===== config.mk =====
export PLATFORM = sky130hd
export DESIGN_NAME = bp_be_sys_event_sched
export DESIGN_NICKNAME = d
export VERILOG_FILES = /design/src/rtl/bp_be_sys_event_sched.sv
export SDC_FILE = /design/constraint.sdc
export NUM_CORES = 1
export LEC_CHECK = 0
export CAP_MARGIN = 20
export CORE_MARGIN = 8
export CORE_UTILIZATION = 40
export DETAILED_ROUTE_END_ITERATION = 12
export PLACE_DENSITY = 0.67
export SLEW_MARGIN = 15
export SYNTH_ARGS = -nofsm -noshare
export SYNTH_HDL_FRONTEND = slang
export SYNTH_SLANG_ARGS = --single-unit

===== constraint.sdc =====
create_clock -name clk_i -period 4.15 [get_ports clk_i]
set_clock_uncertainty 0.15 [all_clocks]
set_input_delay 0.83 -clock clk_i [delete_from_list [all_inputs] [get_ports clk_i]]
set_output_delay 0.83 -clock clk_i [all_outputs]
set_load 0.02 [all_outputs]

===== src/rtl/bp_be_sys_event_sched.sv =====
// ---------------------------------------------------------------------------
// bp_be_sys_event_sched
//
// Schedules system events into the CSR unit: PTW page faults, committed
// exceptions and interrupts. Faults and exceptions each sit in a one-entry
// buffer and are issued by fixed priority (fault > exception > interrupt)
// through a single registered issue slot. Interrupts are only issued after a
// drain sequence in which dispatch is held off until the mem and long pipes
// are idle and no commit is in flight for drain_cycles_p consecutive cycles.
//
// Optional feature: define BP_SYS_EVT_PERF_EN to add the performance
// counters perf_irq_cnt_o (interrupt transfers) and perf_drain_cyc_o
// (cycles spent draining). Without the macro those ports do not exist.
//
// Ports
//   clk_i, reset_n_i            clock (rising edge), async active-low reset
//   ptw_fault_v_i/ready_o       PTW fault handshake, pc/vaddr alongside
//   commit_exc_v_i, commit_pc_i exception pulse from commit (never stalled)
//   commit_v_i                  an instruction commits this cycle
//   irq_pending_i               enabled interrupt pending in the CSR unit
//   pipe_mem_ready_i            mem pipe idle
//   pipe_long_ready_i           long pipe idle
//   flush_i                     pipeline flush
//   hold_dispatch_o             stall dispatch while draining / issuing irq
//   evt_v_o/type_o/pc_o/vaddr_o registered event to CSR, held until ready
//   evt_ready_i                 CSR accepts the event
//   irq_timeout_o               one-cycle pulse when a drain runs too long
// ---------------------------------------------------------------------------
module bp_be_sys_event_sched #(
    parameter int vaddr_width_p  = 39,
    parameter int drain_cycles_p = 2,
    parameter int irq_timeout_p  = 64
) (
    input  logic                     clk_i,
    input  logic                     reset_n_i,

    input  logic                     ptw_fault_v_i,
    output logic                     ptw_fault_ready_o,
    input  logic [vaddr_width_p-1:0] ptw_fault_pc_i,
    input  logic [vaddr_width_p-1:0] ptw_fault_vaddr_i,

    input  logic                     commit_exc_v_i,
    input  logic [vaddr_width_p-1:0] commit_pc_i,
    input  logic                     commit_v_i,

    input  logic                     irq_pending_i,
    input  logic                     pipe_mem_ready_i,
    input  logic                     pipe_long_ready_i,
    input  logic                     flush_i,
    output logic                     hold_dispatch_o,

    output logic                     evt_v_o,
    output logic [1:0]               evt_type_o,
    output logic [vaddr_width_p-1:0] evt_pc_o,
    output logic [vaddr_width_p-1:0] evt_vaddr_o,
    input  logic                     evt_ready_i,

    output logic                     irq_timeout_o
`ifdef BP_SYS_EVT_PERF_EN
    ,
    output logic [31:0]              perf_irq_cnt_o,
    output logic [31:0]              perf_drain_cyc_o
`endif
);

    localparam int idle_cnt_w_lp = $clog2(drain_cycles_p + 1);
    localparam int wait_cnt_w_lp = $clog2(irq_timeout_p + 1);

    localparam logic [idle_cnt_w_lp-1:0] idle_last_lp = idle_cnt_w_lp'(drain_cycles_p - 1);
    localparam logic [idle_cnt_w_lp-1:0] idle_max_lp  = idle_cnt_w_lp'(drain_cycles_p);
    localparam logic [wait_cnt_w_lp-1:0] wait_last_lp = wait_cnt_w_lp'(irq_timeout_p - 1);
    localparam logic [wait_cnt_w_lp-1:0] wait_max_lp  = wait_cnt_w_lp'(irq_timeout_p);

    localparam logic [1:0] evt_fault_lp = 2'd0;
    localparam logic [1:0] evt_exc_lp   = 2'd1;
    localparam logic [1:0] evt_irq_lp   = 2'd2;

    typedef enum logic [1:0] {
        ST_IDLE      = 2'd0,
        ST_DRAIN     = 2'd1,
        ST_IRQ_ISSUE = 2'd2
    } state_e;

    state_e                     state_q, state_d;
    logic [idle_cnt_w_lp-1:0]   idle_cnt_q, idle_cnt_d;
    logic [wait_cnt_w_lp-1:0]   wait_cnt_q, wait_cnt_d;
    logic                       irq_timeout_q, irq_timeout_d;

    logic                       fault_v_q, fault_v_d;
    logic [vaddr_width_p-1:0]   fault_pc_q, fault_pc_d;
    logic [vaddr_width_p-1:0]   fault_vaddr_q, fault_vaddr_d;

    logic                       exc_v_q, exc_v_d;
    logic [vaddr_width_p-1:0]   exc_pc_q, exc_pc_d;

    logic                       evt_v_q, evt_v_d;
    logic [1:0]                 evt_type_q, evt_type_d;
    logic [vaddr_width_p-1:0]   evt_pc_q, evt_pc_d;
    logic [vaddr_width_p-1:0]   evt_vaddr_q, evt_vaddr_d;

    logic fault_in;     // fault accepted into the buffer this cycle
    logic evt_xfer;     // CSR takes the current event
    logic load_en;      // issue slot can take a new event at this edge
    logic exc_avail;    // buffered exception survives this cycle's flush
    logic pipes_idle;
    logic irq_launch;   // drain completed; interrupt enters the issue slot
    logic fault_take;
    logic exc_take;

    assign fault_in   = ptw_fault_v_i & ~fault_v_q;
    assign evt_xfer   = evt_v_q & evt_ready_i;
    assign load_en    = ~evt_v_q | evt_ready_i;
    assign exc_avail  = exc_v_q & ~flush_i;
    assign pipes_idle = pipe_mem_ready_i & pipe_long_ready_i & ~commit_v_i;

    // Interrupt drain FSM
    always_comb begin
        state_d       = state_q;
        idle_cnt_d    = idle_cnt_q;
        wait_cnt_d    = wait_cnt_q;
        irq_timeout_d = 1'b0;
        irq_launch    = 1'b0;
        case (state_q)
            ST_IDLE: begin
                if (irq_pending_i & ~fault_v_q & ~exc_v_q & ~evt_v_q) begin
                    state_d    = ST_DRAIN;
                    idle_cnt_d = '0;
                    wait_cnt_d = '0;
                end
            end
            ST_DRAIN: begin
                // Any fault/exception activity (new or already buffered)
                // aborts the drain so that event is issued first.
                if (~irq_pending_i | flush_i | fault_in | commit_exc_v_i
                    | fault_v_q | exc_v_q) begin
                    state_d = ST_IDLE;
                end else if (pipes_idle && (idle_cnt_q == idle_last_lp) && load_en) begin
                    state_d    = ST_IRQ_ISSUE;
                    irq_launch = 1'b1;
                end else begin
                    if (!pipes_idle) begin
                        idle_cnt_d = '0;
                    end else if (idle_cnt_q != idle_max_lp) begin
                        idle_cnt_d = idle_cnt_q + 1'b1;
                    end
                    // Saturating watchdog; the pulse fires on the step that
                    // reaches the limit, so it happens exactly once per drain.
                    if (wait_cnt_q != wait_max_lp) begin
                        wait_cnt_d    = wait_cnt_q + 1'b1;
                        irq_timeout_d = (wait_cnt_q == wait_last_lp);
                    end
                end
            end
            ST_IRQ_ISSUE: begin
                // Once launched the interrupt is never withdrawn.
                if (evt_xfer) begin
                    state_d = ST_IDLE;
                end
            end
            default: begin
                state_d = ST_IDLE;
            end
        endcase
    end

    // Issue slot: loads when empty or on the transfer edge, by priority
    always_comb begin
        evt_v_d     = evt_v_q;
        evt_type_d  = evt_type_q;
        evt_pc_d    = evt_pc_q;
        evt_vaddr_d = evt_vaddr_q;
        fault_take  = 1'b0;
        exc_take    = 1'b0;
        if (load_en) begin
            if (fault_v_q) begin
                evt_v_d     = 1'b1;
                evt_type_d  = evt_fault_lp;
                evt_pc_d    = fault_pc_q;
                evt_vaddr_d = fault_vaddr_q;
                fault_take  = 1'b1;
            end else if (exc_avail) begin
                evt_v_d     = 1'b1;
                evt_type_d  = evt_exc_lp;
                evt_pc_d    = exc_pc_q;
                evt_vaddr_d = '0;
                exc_take    = 1'b1;
            end else if (irq_launch) begin
                evt_v_d     = 1'b1;
                evt_type_d  = evt_irq_lp;
                evt_pc_d    = '0;
                evt_vaddr_d = '0;
            end else begin
                evt_v_d = 1'b0;
            end
        end
    end

    // Event buffers
    always_comb begin
        fault_v_d     = fault_v_q;
        fault_pc_d    = fault_pc_q;
        fault_vaddr_d = fault_vaddr_q;
        if (fault_in) begin
            fault_v_d     = 1'b1;
            fault_pc_d    = ptw_fault_pc_i;
            fault_vaddr_d = ptw_fault_vaddr_i;
        end else if (fault_take) begin
            fault_v_d = 1'b0;
        end

        // A new exception always lands, replacing any older one; a flush
        // only removes what was already buffered.
        exc_v_d  = exc_v_q;
        exc_pc_d = exc_pc_q;
        if (commit_exc_v_i) begin
            exc_v_d  = 1'b1;
            exc_pc_d = commit_pc_i;
        end else if (flush_i | exc_take) begin
            exc_v_d = 1'b0;
        end
    end

    always_ff @(posedge clk_i or negedge reset_n_i) begin
        if (!reset_n_i) begin
            state_q       <= ST_IDLE;
            idle_cnt_q    <= '0;
            wait_cnt_q    <= '0;
            irq_timeout_q <= 1'b0;
            fault_v_q     <= 1'b0;
            fault_pc_q    <= '0;
            fault_vaddr_q <= '0;
            exc_v_q       <= 1'b0;
            exc_pc_q      <= '0;
            evt_v_q       <= 1'b0;
            evt_type_q    <= '0;
            evt_pc_q      <= '0;
            evt_vaddr_q   <= '0;
        end else begin
            state_q       <= state_d;
            idle_cnt_q    <= idle_cnt_d;
            wait_cnt_q    <= wait_cnt_d;
            irq_timeout_q <= irq_timeout_d;
            fault_v_q     <= fault_v_d;
            fault_pc_q    <= fault_pc_d;
            fault_vaddr_q <= fault_vaddr_d;
            exc_v_q       <= exc_v_d;
            exc_pc_q      <= exc_pc_d;
            evt_v_q       <= evt_v_d;
            evt_type_q    <= evt_type_d;
            evt_pc_q      <= evt_pc_d;
            evt_vaddr_q   <= evt_vaddr_d;
        end
    end

`ifdef BP_SYS_EVT_PERF_EN
    logic [31:0] perf_irq_cnt_q, perf_irq_cnt_d;
    logic [31:0] perf_drain_cyc_q, perf_drain_cyc_d;

    // Both counters wrap naturally at 2^32.
    always_comb begin
        perf_irq_cnt_d   = perf_irq_cnt_q;
        perf_drain_cyc_d = perf_drain_cyc_q;
        if (evt_xfer && (evt_type_q == evt_irq_lp)) begin
            perf_irq_cnt_d = perf_irq_cnt_q + 32'd1;
        end
        if (state_q == ST_DRAIN) begin
            perf_drain_cyc_d = perf_drain_cyc_q + 32'd1;
        end
    end

    always_ff @(posedge clk_i or negedge reset_n_i) begin
        if (!reset_n_i) begin
            perf_irq_cnt_q   <= '0;
            perf_drain_cyc_q <= '0;
        end else begin
            perf_irq_cnt_q   <= perf_irq_cnt_d;
            perf_drain_cyc_q <= perf_drain_cyc_d;
        end
    end

    assign perf_irq_cnt_o   = perf_irq_cnt_q;
    assign perf_drain_cyc_o = perf_drain_cyc_q;
`endif

    assign ptw_fault_ready_o = ~fault_v_q;
    assign hold_dispatch_o   = (state_q != ST_IDLE);
    assign evt_v_o           = evt_v_q;
    assign evt_type_o        = evt_type_q;
    assign evt_pc_o          = evt_pc_q;
    assign evt_vaddr_o       = evt_vaddr_q;
    assign irq_timeout_o     = irq_timeout_q;

endmodule


### Word-level counts from Yosys, hierarchy flattened

Cells that the tools add are included.

* bits in registers: 212
* input bits: 127
* output and inout port bits: 84
* word-level logic and storage cells: 104

* add/subtract/negate cells: 2
* equal/unequal tests: 13
* muxes and demuxes: 43
* bitwise logic cells: 21
* reduce and logical (&&, ||, !) cells: 12

Operators with widths (count)
* $mux 39: 5
* $mux 7: 4
* $mux 2: 12
* $mux 1: 19
* $pmux 7 s2: 1
* $ne 2x2->1 const B: 6
* $reduce_and 5->1: 2
* $and 1x1->1: 8
* $reduce_bool 2->1: 4
* $add 7x1->7 const B: 1
* $eq 7x6->1 const B: 1
* $ne 7x7->1 const B: 1
* $or 1x1->1: 7
* $ne 3x3->1 const B: 2
* $not 1->1: 6
* $pmux 2 s3: 1
* $eq 2x1->1 const B: 2
* $pmux 2 s2: 1
* $reduce_and 3->1: 1
* $reduce_bool 3->1: 1
* $add 2x1->2 const B: 1
* $eq 2x2->1 const B: 1
* $logic_and 1x1->1: 2
* $logic_not 2->1: 1
* $reduce_and 2->1: 1

### Longest topological paths before layout

Gate-level depths: netlist of run 1.

* depth after elaboration: 11
* mapped depth: 8
* depth with buffers taken out: 6

### Worst setup path after synthesis of run 1

Ideal clock, no wire load.

* path kind: input to register
* start: in irq_pending_i
* end: reg evt_pc_q[28] (netlist: evt_pc_o[28])
* library setup time: 124 ps
* arrival: 2248 ps
* data required time: 3876 ps
* setup slack: 1628 ps
* stages: 6
* path buffers: 1
* cells stage by stage: or3b_4 > or2_1 > or3_4 > a21oi_4 > buf_4 > a21oi_1

* cells in the longest elaborated chain, start to end: 10

Ends and longest elaborated chain
* start: declaration: line 46 `input logic irq_pending_i,`
* $not 1->1: line 134 `if (~irq_pending_i | flush_i | fault_in | commit_exc_v_i`
* $or 1x1->1 (3 in a row): line 134
* $or 1x1->1 (2 in a row): line 135 `| fault_v_q | exc_v_q) begin`
* $mux 1: line 134
* $mux 1: line 123 `case (state_q)`
* $reduce_bool 3->1 (no line)
* $reduce_and 2->1 (no line)
* end signal: assignment: line 250 `evt_pc_q <= evt_pc_d;`
* end: declaration: line 98 `logic [vaddr_width_p-1:0] evt_pc_q, evt_pc_d;`

No other way between the ends.
A chain may end at the register's enable or synchronous reset.

### Final worst setup path of run 1

* start: reg fault_v_q
* end: out ptw_fault_ready_o

* cells in the longest elaborated chain, start to end: 1

Ends and longest elaborated chain
* start: declaration: line 89 `logic fault_v_q, fault_v_d;`
* start signal: assignment: line 243 `fault_v_q <= fault_v_d;`
* $not 1->1: line 285 `assign ptw_fault_ready_o = ~fault_v_q;`
* end: declaration: line 38 `output logic ptw_fault_ready_o,`

No other way between the ends.

==> metrics.yaml, run 1 <==
outcome: "finished clean"
clk_pin_slew_worst_paths_ns: 0.06
drc_errors: 0
grt_antenna_before_repair: 1
drt_iter0_markers: 265
ant_nets: 0
antenna_cells: 0
crit_path_end: "ptw_fault_ready_o"
rsz0062_at_grt: "false"
grt_max_degree: 81
grt_pass1_vias: 6601
cts-resized-gates: 0
period_share_pct: 80.5
ys_seq_area_share_pct: 63.2
slew-limit-headroom_pct: 33.6
cts_made_buffers: 23
r2r-end: "evt_vaddr_o[12]"
core_area_sq_um: 20800
numClockSinks: 212
first_pass_iters: 5
area_growth_pct: 36.5
via_per_inst: 5.41
wl_per_cell_um: 20.8
grt_pass1_wl_um: 36700
vias: 5954
r2r_cells: 6
powerDensity_nw_per_um2: 605
routed_wl_um: 22900
maxSlewViolCount: 0
critPathLaunch: "fault_v_q"
synth_async_sr_flop_share_pct: 100
hp-class: "in -> async"
syn_inst: 610
syn_nets: 741
chipHeight_um: 161
start_util_pct: 40.3
mostFrequentLayoutCell: "dfrtp_1"
start_kind: "flip-flop"
leakagePower_nw: 4.74
ys_ff_latch: 212
dp_hpwl_um: 15600
final_nets: 940
overflow: 0
setup_viol: 0
clockRootBuffer: "clkbuf_16"
holdWs_ns: 0.211
ios: 211
ys_types: 40
most-common-layout-cells: "dfrtp_1, clkdlybuf4s50_1, mux2_2, a21oi_1, a22o_1"
utilization_pct: 55.0
dieArea_sq_um: 25900
p_total_w: 0.00693
synthFlopType: "dfrtp_1"
netlist_area_sq_um: 8390
critPathKind: "reg -> out"
reg2reg_from: "fault_v_q"
grtUsageTotal_pct: 17.5
cts_tree: "yes"
ff2ff_setup_slack_ns: 1.08
die-width_um: 161
critical_path_required_ns: 3.17
placement_rows: 53
gp_congestion: 0.819
ir_drop_mv: 0.300
yosys_warnings: 0
hold_viol_final: 0
clk-insertion-delay-late_ns: 0.50
max_slew.worst_pin.slew_ns: 0.995
cp.arrival_ns: 2.36
port-buffer-count: 210
synth_area_per_cell_sq_um: 13.8
max_freq_ghz: 0.299
maxCapViolations: 0
drive_above_1_share_pct: 21.3
fin_cells: 1101
placed_cells: 1059
synth_edf_count: 0
h-tree-depth: 1
fin_crit_ns: 3.34
fillers: 1753
hold_buffers: 0
endpoint_kind: "primary output"
tns_ns: 0
post_cts_buffers: 0
cp_max_fo: 45
cts_buffer_depth: 3
[registers in the layout, summed over array words and instances (netlist names), 2 cells and up]
register,flops
evt_vaddr_o,39
fault_pc_q,39
evt_pc_o,39
exc_pc_q,39
evt_type_o,2
wait_cnt_q,7
fault_vaddr_q,39
idle_cnt_q,2
state_q,2
[per-stage QoR]
| stage | instance area (sq um) | setup WS [ns] |
|---|---|---|
| final | 11500 | 0.811 |
| after global routing | 11500 | 0.688 |
| after CTS | 11500 | 0.766 |
| after detailed placement | 10700 | 0.714 |
| after global placement | 10700 | 0.810 |
| after floorplan | 8390 | 1.63 |
[final cells by class]
class | count | area (sq um) | area share [%]
multi-input cells | 345 | 2860 | 25.0
clock inverters | 8 | 68.8 | 0.601
repair buffers | 220 | 2190 | 19.1
inverters | 7 | 26.3 | 0.229
well taps | 275 | 344 | 3.00
clock buffers | 34 | 657 | 5.74
flip-flops and latches | 212 | 5310 | 46.3
[logic make-up after synthesis]
group	count (synthesis)	synth area share, %
buf+inv	53	2.79
fa+ha+maj	4	0.597
simple gates	44	3.00
compound gates	177	14.3
mux	120	16.1
flops	212	63.2
[routing by layer]
metal / share of wire, % / global-route usage [%]
met5: 0.057 / 0
met4: 2.3 / 4.55
met3: 8.8 / 5.81
met2: 46 / 28.0
met1: 43 / 22.4
[cell usage after synthesis, types with 7 or more instances]
cell | count | area share, %
a21oi_1 | 79 | 4.7
nand3_1 | 9 | 0.54
dfrtp_1 | 212 | 63
inv_1 | 7 | 0.31
nand2_1 | 7 | 0.31
buf_1 | 7 | 0.31
a22o_1 | 40 | 4.2
a22oi_1 | 39 | 3.5
clkbuf_1 | 29 | 1.3
mux2_2 | 117 | 16
[worst max-delay path: stages, from the launching register on]
cell             delay, ns
dfrtp_2               1.02
inv_1                 0.21
clkdlybuf4s50_1       0.62
[worst min path at each step]
stage	startpoint	end	slack [ns]	cells after the start
final	reset_n_i	wait_cnt_q[1]	0.21	1
after detailed placement	fault_vaddr_q[37]	evt_vaddr_o[37]	0.32	1
after CTS	reset_n_i	wait_cnt_q[1]	0.21	1
after floorplan	fault_vaddr_q[0]	evt_vaddr_o[0]	0.31	1
after global routing	reset_n_i	fault_pc_q[32]	0.25	1
after global placement	fault_vaddr_q[17]	evt_vaddr_o[17]	0.32	1
[power breakdown]
group          total [W]  internal, W  switching, W
registers        0.00298      0.00260      0.000378
logic            0.00199      0.00103      0.000961
clock network    0.00196      0.00116      0.000805
No activity file was read; power rests on OpenSTA's default activity.
==> inputs of run 2 (changes only) <==
Clock period 4.15 ns to 3.1 ns, I/O delays scaled along.
==> run 2 against run 1 <==
Non-clock buffer count grew 7. Highest routed layer unchanged. Clock power grew 32%. Critical path type unchanged. Routed wire length shrank 1.7%. Total power grew 33%. Sequential share of layout area shrank 0.41 points. Sequential cell count is the same. Core utilization grew 0.49 points. Final cell count grew 0.64%. Count of clock-buffer cells in the layout shrank 1. Via count grew 0.17%. Critical path depth is the same. Hold slack gained 0.12 ns.
==> metrics.yaml, run 2 (synthesis results as in run 1) <==
rsz0062_at_grt: "false"
placement_rows: 53
numClockSinks: 212
maxCapViolations: 0
drive_above_1_share_pct: 22.0
vias: 5964
clk-insertion-delay-late_ns: 0.50
cts_made_buffers: 23
cp_max_fo: 12
post_cts_buffers: 0
utilization_pct: 55.5
grt_pass1_wl_um: 36100
leakagePower_nw: 4.79
tns_ns: 0
p_total_w: 0.00925
most-common-layout-cells: "dfrtp_1, clkdlybuf4s50_1, mux2_2, a21oi_1, a22o_1"
wl_per_cell_um: 20.4
via_per_inst: 5.38
slew-limit-headroom_pct: 55.9
grt_max_degree: 68
ios: 211
grtUsageTotal_pct: 17.2
outcome: "finished clean"
cts_tree: "yes"
setup_viol: 0
grt_antenna_before_repair: 1
period_share_pct: 85.9
grt_pass1_vias: 6472
ff2ff_setup_slack_ns: 0.61
clk_pin_slew_worst_paths_ns: 0.06
dp_hpwl_um: 15500
critPathKind: "reg -> out"
die-width_um: 161
mostFrequentLayoutCell: "dfrtp_1"
drt_iter0_markers: 324
hp-class: "reg -> reg"
holdWs_ns: 0.332
cts_buffer_depth: 3
first_pass_iters: 5
area_growth_pct: 37.8
h-tree-depth: 1
maxSlewViolCount: 0
overflow: 0
hold_viol_final: 0
clockRootBuffer: "clkbuf_16"
critical_path_required_ns: 2.33
ir_drop_mv: 0.377
powerDensity_nw_per_um2: 801
drc_errors: 0
final_nets: 947
endpoint_kind: "primary output"
routed_wl_um: 22600
ant_nets: 0
max_freq_ghz: 0.375
chipHeight_um: 161
start_util_pct: 40.3
start_kind: "flip-flop"
fillers: 1689
fin_crit_ns: 2.66
core_area_sq_um: 20800
dieArea_sq_um: 25900
cp.arrival_ns: 1.89
port-buffer-count: 210
max_slew.worst_pin.slew_ns: 0.654
gp_congestion: 0.802
==> run 2: cell count changes in the layout (fill, tap and decap cells not counted), sizes merged <==
| cell | delta |
|---|---|
| buf | +6 |
| bufinv | -1 |
| clkbuf | -1 |
| clkinv | -1 |
| clkinvlp | +2 |
| diode | +1 |
| dlygate4sd3 | +1 |
==> run 2: path summary, 6_finish.rpt <==
| kind | from | endpoint | depth (start not counted) |
|---|---|---|---|
| worst max-delay path | state_q[0] | hold_dispatch_o | 2 |
| worst min-delay path | fault_vaddr_q[13] | evt_vaddr_o[13] | 1 |
| worst max register to register | fault_v_q | idle_cnt_q[0] | 5 |
| worst min register to register | fault_vaddr_q[13] | evt_vaddr_o[13] | 1 |
| max in group asynchronous | reset_n_i | exc_pc_q[0] | 3 |
| min in group asynchronous | reset_n_i | evt_vaddr_o[2] | 2 |
==> run 2: worst max-delay path, stage by stage, from the launching register on <==
cell	delay [ns]
dfrtp_1	0.51
or2_2	0.34
clkdlybuf4s50_1	0.54
==> run 2: final cells by class <==
class,instances,area [sq um],share of cell area (%)
well taps,275,344,2.98
flip-flops and latches,212,5310,45.9
clock buffers,33,663,5.74
repair buffers,227,2290,19.8
diodes,1,2.50,0.0217
multi-input cells,345,2860,24.8
inverters,7,26.3,0.227
clock inverters,8,56.3,0.487
==> run 2: timing repair <==
action	CTS	global route
hold endpoints to repair	56	0
resized for setup	0	0
hold buffers	1	0
==> run 2: stage by stage <==
| stage | instances | instance area, sq um | setup slack (ns) |
|---|---|---|---|
| after floorplan | 610 | 8390 | 0.788 |
| after global placement | 1065 | 10800 | 0.210 |
| after detailed placement | 1065 | 10800 | 0.121 |
| after CTS | 1107 | 11600 | 0.421 |
| after global routing | 1107 | 11600 | 0.334 |
| final | 1108 | 11600 | 0.437 |
==> run 2: metal layers <==
layer	GRT usage [%]	vias up	wire, um
li1	-	2648	-
met1	23.1	3023	10000
met2	26.7	250	10300
met3	5.02	41	1830
met4	4.46	2	447
met5	0	-	13
==> run 2: power by group <==
| group | switching [W] | leakage [nW] | internal, W | total [W] |
|---|---|---|---|---|
| clock network | 0.00109 | 0.350 | 0.00149 | 0.00258 |
| registers | 0.000471 | 2.53 | 0.00348 | 0.00395 |
| logic | 0.00132 | 1.90 | 0.00141 | 0.00272 |
==> inputs of run 3 (changes only) <==
Settings changed: CTS_BUF_LIST set to sky130_fd_sc_hd__clkbuf_8, SLEW_MARGIN 15 to unset.
==> run 3 against run 2 <==
Via count is 0.42% higher. Total power grew 1.4%. Global-route usage up 0.22 points. Sequential share of layout area fell by 0.34 points. Sequential power about the same. Core utilization grew 0.41 points. Routed wire length rose by 0.13%. Critical path type unchanged. Largest cell class unchanged. Largest power group unchanged.
==> metrics.yaml, run 3 (synthesis results as in run 1) <==
dp_hpwl_um: 15500
routed_wl_um: 22600
wl_per_cell_um: 19.9
ant_nets: 0
grt_antenna_before_repair: 1
most-common-layout-cells: "dfrtp_1, clkdlybuf4s50_1, mux2_2, a21oi_1, clkbuf_8"
first_pass_iters: 4
max_freq_ghz: 0.375
period_share_pct: 85.9
maxCapViolations: 0
setup_viol: 0
via_per_inst: 5.29
drt_iter0_markers: 355
hold_viol_final: 0
fin_crit_ns: 2.66
clk_pin_slew_worst_paths_ns: 0.06
cp.arrival_ns: 1.89
endpoint_kind: "primary output"
ff2ff_setup_slack_ns: 0.61
drc_errors: 0
grt_pass1_vias: 6586
leakagePower_nw: 4.89
cts_tree: "yes"
start_util_pct: 40.3
cts-resized-gates: 0
hold_buffers: 1
cts_buffer_depth: 3
cp_max_fo: 12
ir_drop_mv: 0.416
grtUsageTotal_pct: 17.4
core_area_sq_um: 20800
rsz0062_at_grt: "false"
critical_path_required_ns: 2.33
maxSlewViolCount: 0
gp_congestion: 0.802
dieArea_sq_um: 25900
h-tree-depth: 2
hold_start: "fault_vaddr_q[33]"
reg2reg_from: "fault_v_q"
max_slew.worst_pin.slew_ns: 0.634
hp-class: "reg -> reg"
outcome: "finished clean"
port-buffer-count: 210
placement_rows: 53
area_growth_pct: 38.8
dp_slack_ns: 0.121
final_nets: 961
mostFrequentLayoutCell: "dfrtp_1"
critPathKind: "reg -> out"
chipHeight_um: 161
cts_made_buffers: 37
ios: 211
post_cts_buffers: 0
start_kind: "flip-flop"
clk-insertion-delay-late_ns: 0.51
setup_slack_ns: 0.436
vias: 5989
drive_above_1_share_pct: 23.6
hold_depth: 1
tns_ns: 0
clockRootBuffer: "clkbuf_8"
numClockSinks: 212
holdPathEnd: "evt_vaddr_o[33]"
grt_max_degree: 68
r2r-end: "idle_cnt_q[0]"
die-width_um: 161
r2r_cells: 5
powerDensity_nw_per_um2: 806
grt_pass1_wl_um: 36400
overflow: 0
slew-limit-headroom_pct: 57.2
run 3: metal layers:
metal	track usage, %	vias up	share of wire, %
met5	0	-	0.058
met4	4.71	2	1.9
met3	5.63	37	8.0
met2	26.8	236	45
met1	23.2	3022	45
li1	-	2692	-
run 3: power by group:
part           total, W  leakage [nW]  internal (W)  switching (W)
registers       0.00395          2.53       0.00348       0.000468
logic           0.00272          1.90       0.00141        0.00131
clock network   0.00272         0.455       0.00161        0.00110
total           0.00938          4.89       0.00650        0.00288
run 3: critical path, stage by stage (launching register included):
cell and delay [ns]:
dfrtp_1 0.51, or2_2 0.34, clkdlybuf4s50_1 0.54
run 3: per-stage QoR:
step	hold slack (ns)	utilization (%)	total power, W	instance area (sq um)	std cells
after floorplan	0.174	-	0.00532	8390	610
after global placement	0.319	52.0	0.00665	10800	1065
after detailed placement	0.322	52.0	0.00674	10800	1065
after CTS	0.326	55.9	0.00951	11600	1132
after global routing	0.333	55.9	0.00988	11600	1132
final	0.327	55.9	0.00938	11600	1133
run 3: worst max path at each step:
| stage | from | end | slack, ns | cells past startpoint |
|---|---|---|---|---|
| finish | state_q[0] | hold_dispatch_o | 0.44 | 2 |
| global route | fault_v_q | idle_cnt_q[0] | 0.33 | 5 |
| CTS | state_q[0] | hold_dispatch_o | 0.41 | 2 |
| detailed placement | irq_pending_i | evt_pc_o[14] | 0.12 | 7 |
| global placement | irq_pending_i | evt_type_o[1] | 0.21 | 7 |
| floorplan | irq_pending_i | evt_pc_o[28] | 0.79 | 6 |
run 3: layout make-up:
cell class / count / area (sq um)
Multi-Input combinational cell: 345 / 2860
Fill cell: 1711 / 9180
Inverter: 7 / 26.3
Sequential cell: 212 / 5310
Clock buffer: 47 / 647
Tap cell: 275 / 344
Timing Repair Buffer: 227 / 2290
Clock inverter: 19 / 159
Antenna cell: 1 / 2.50
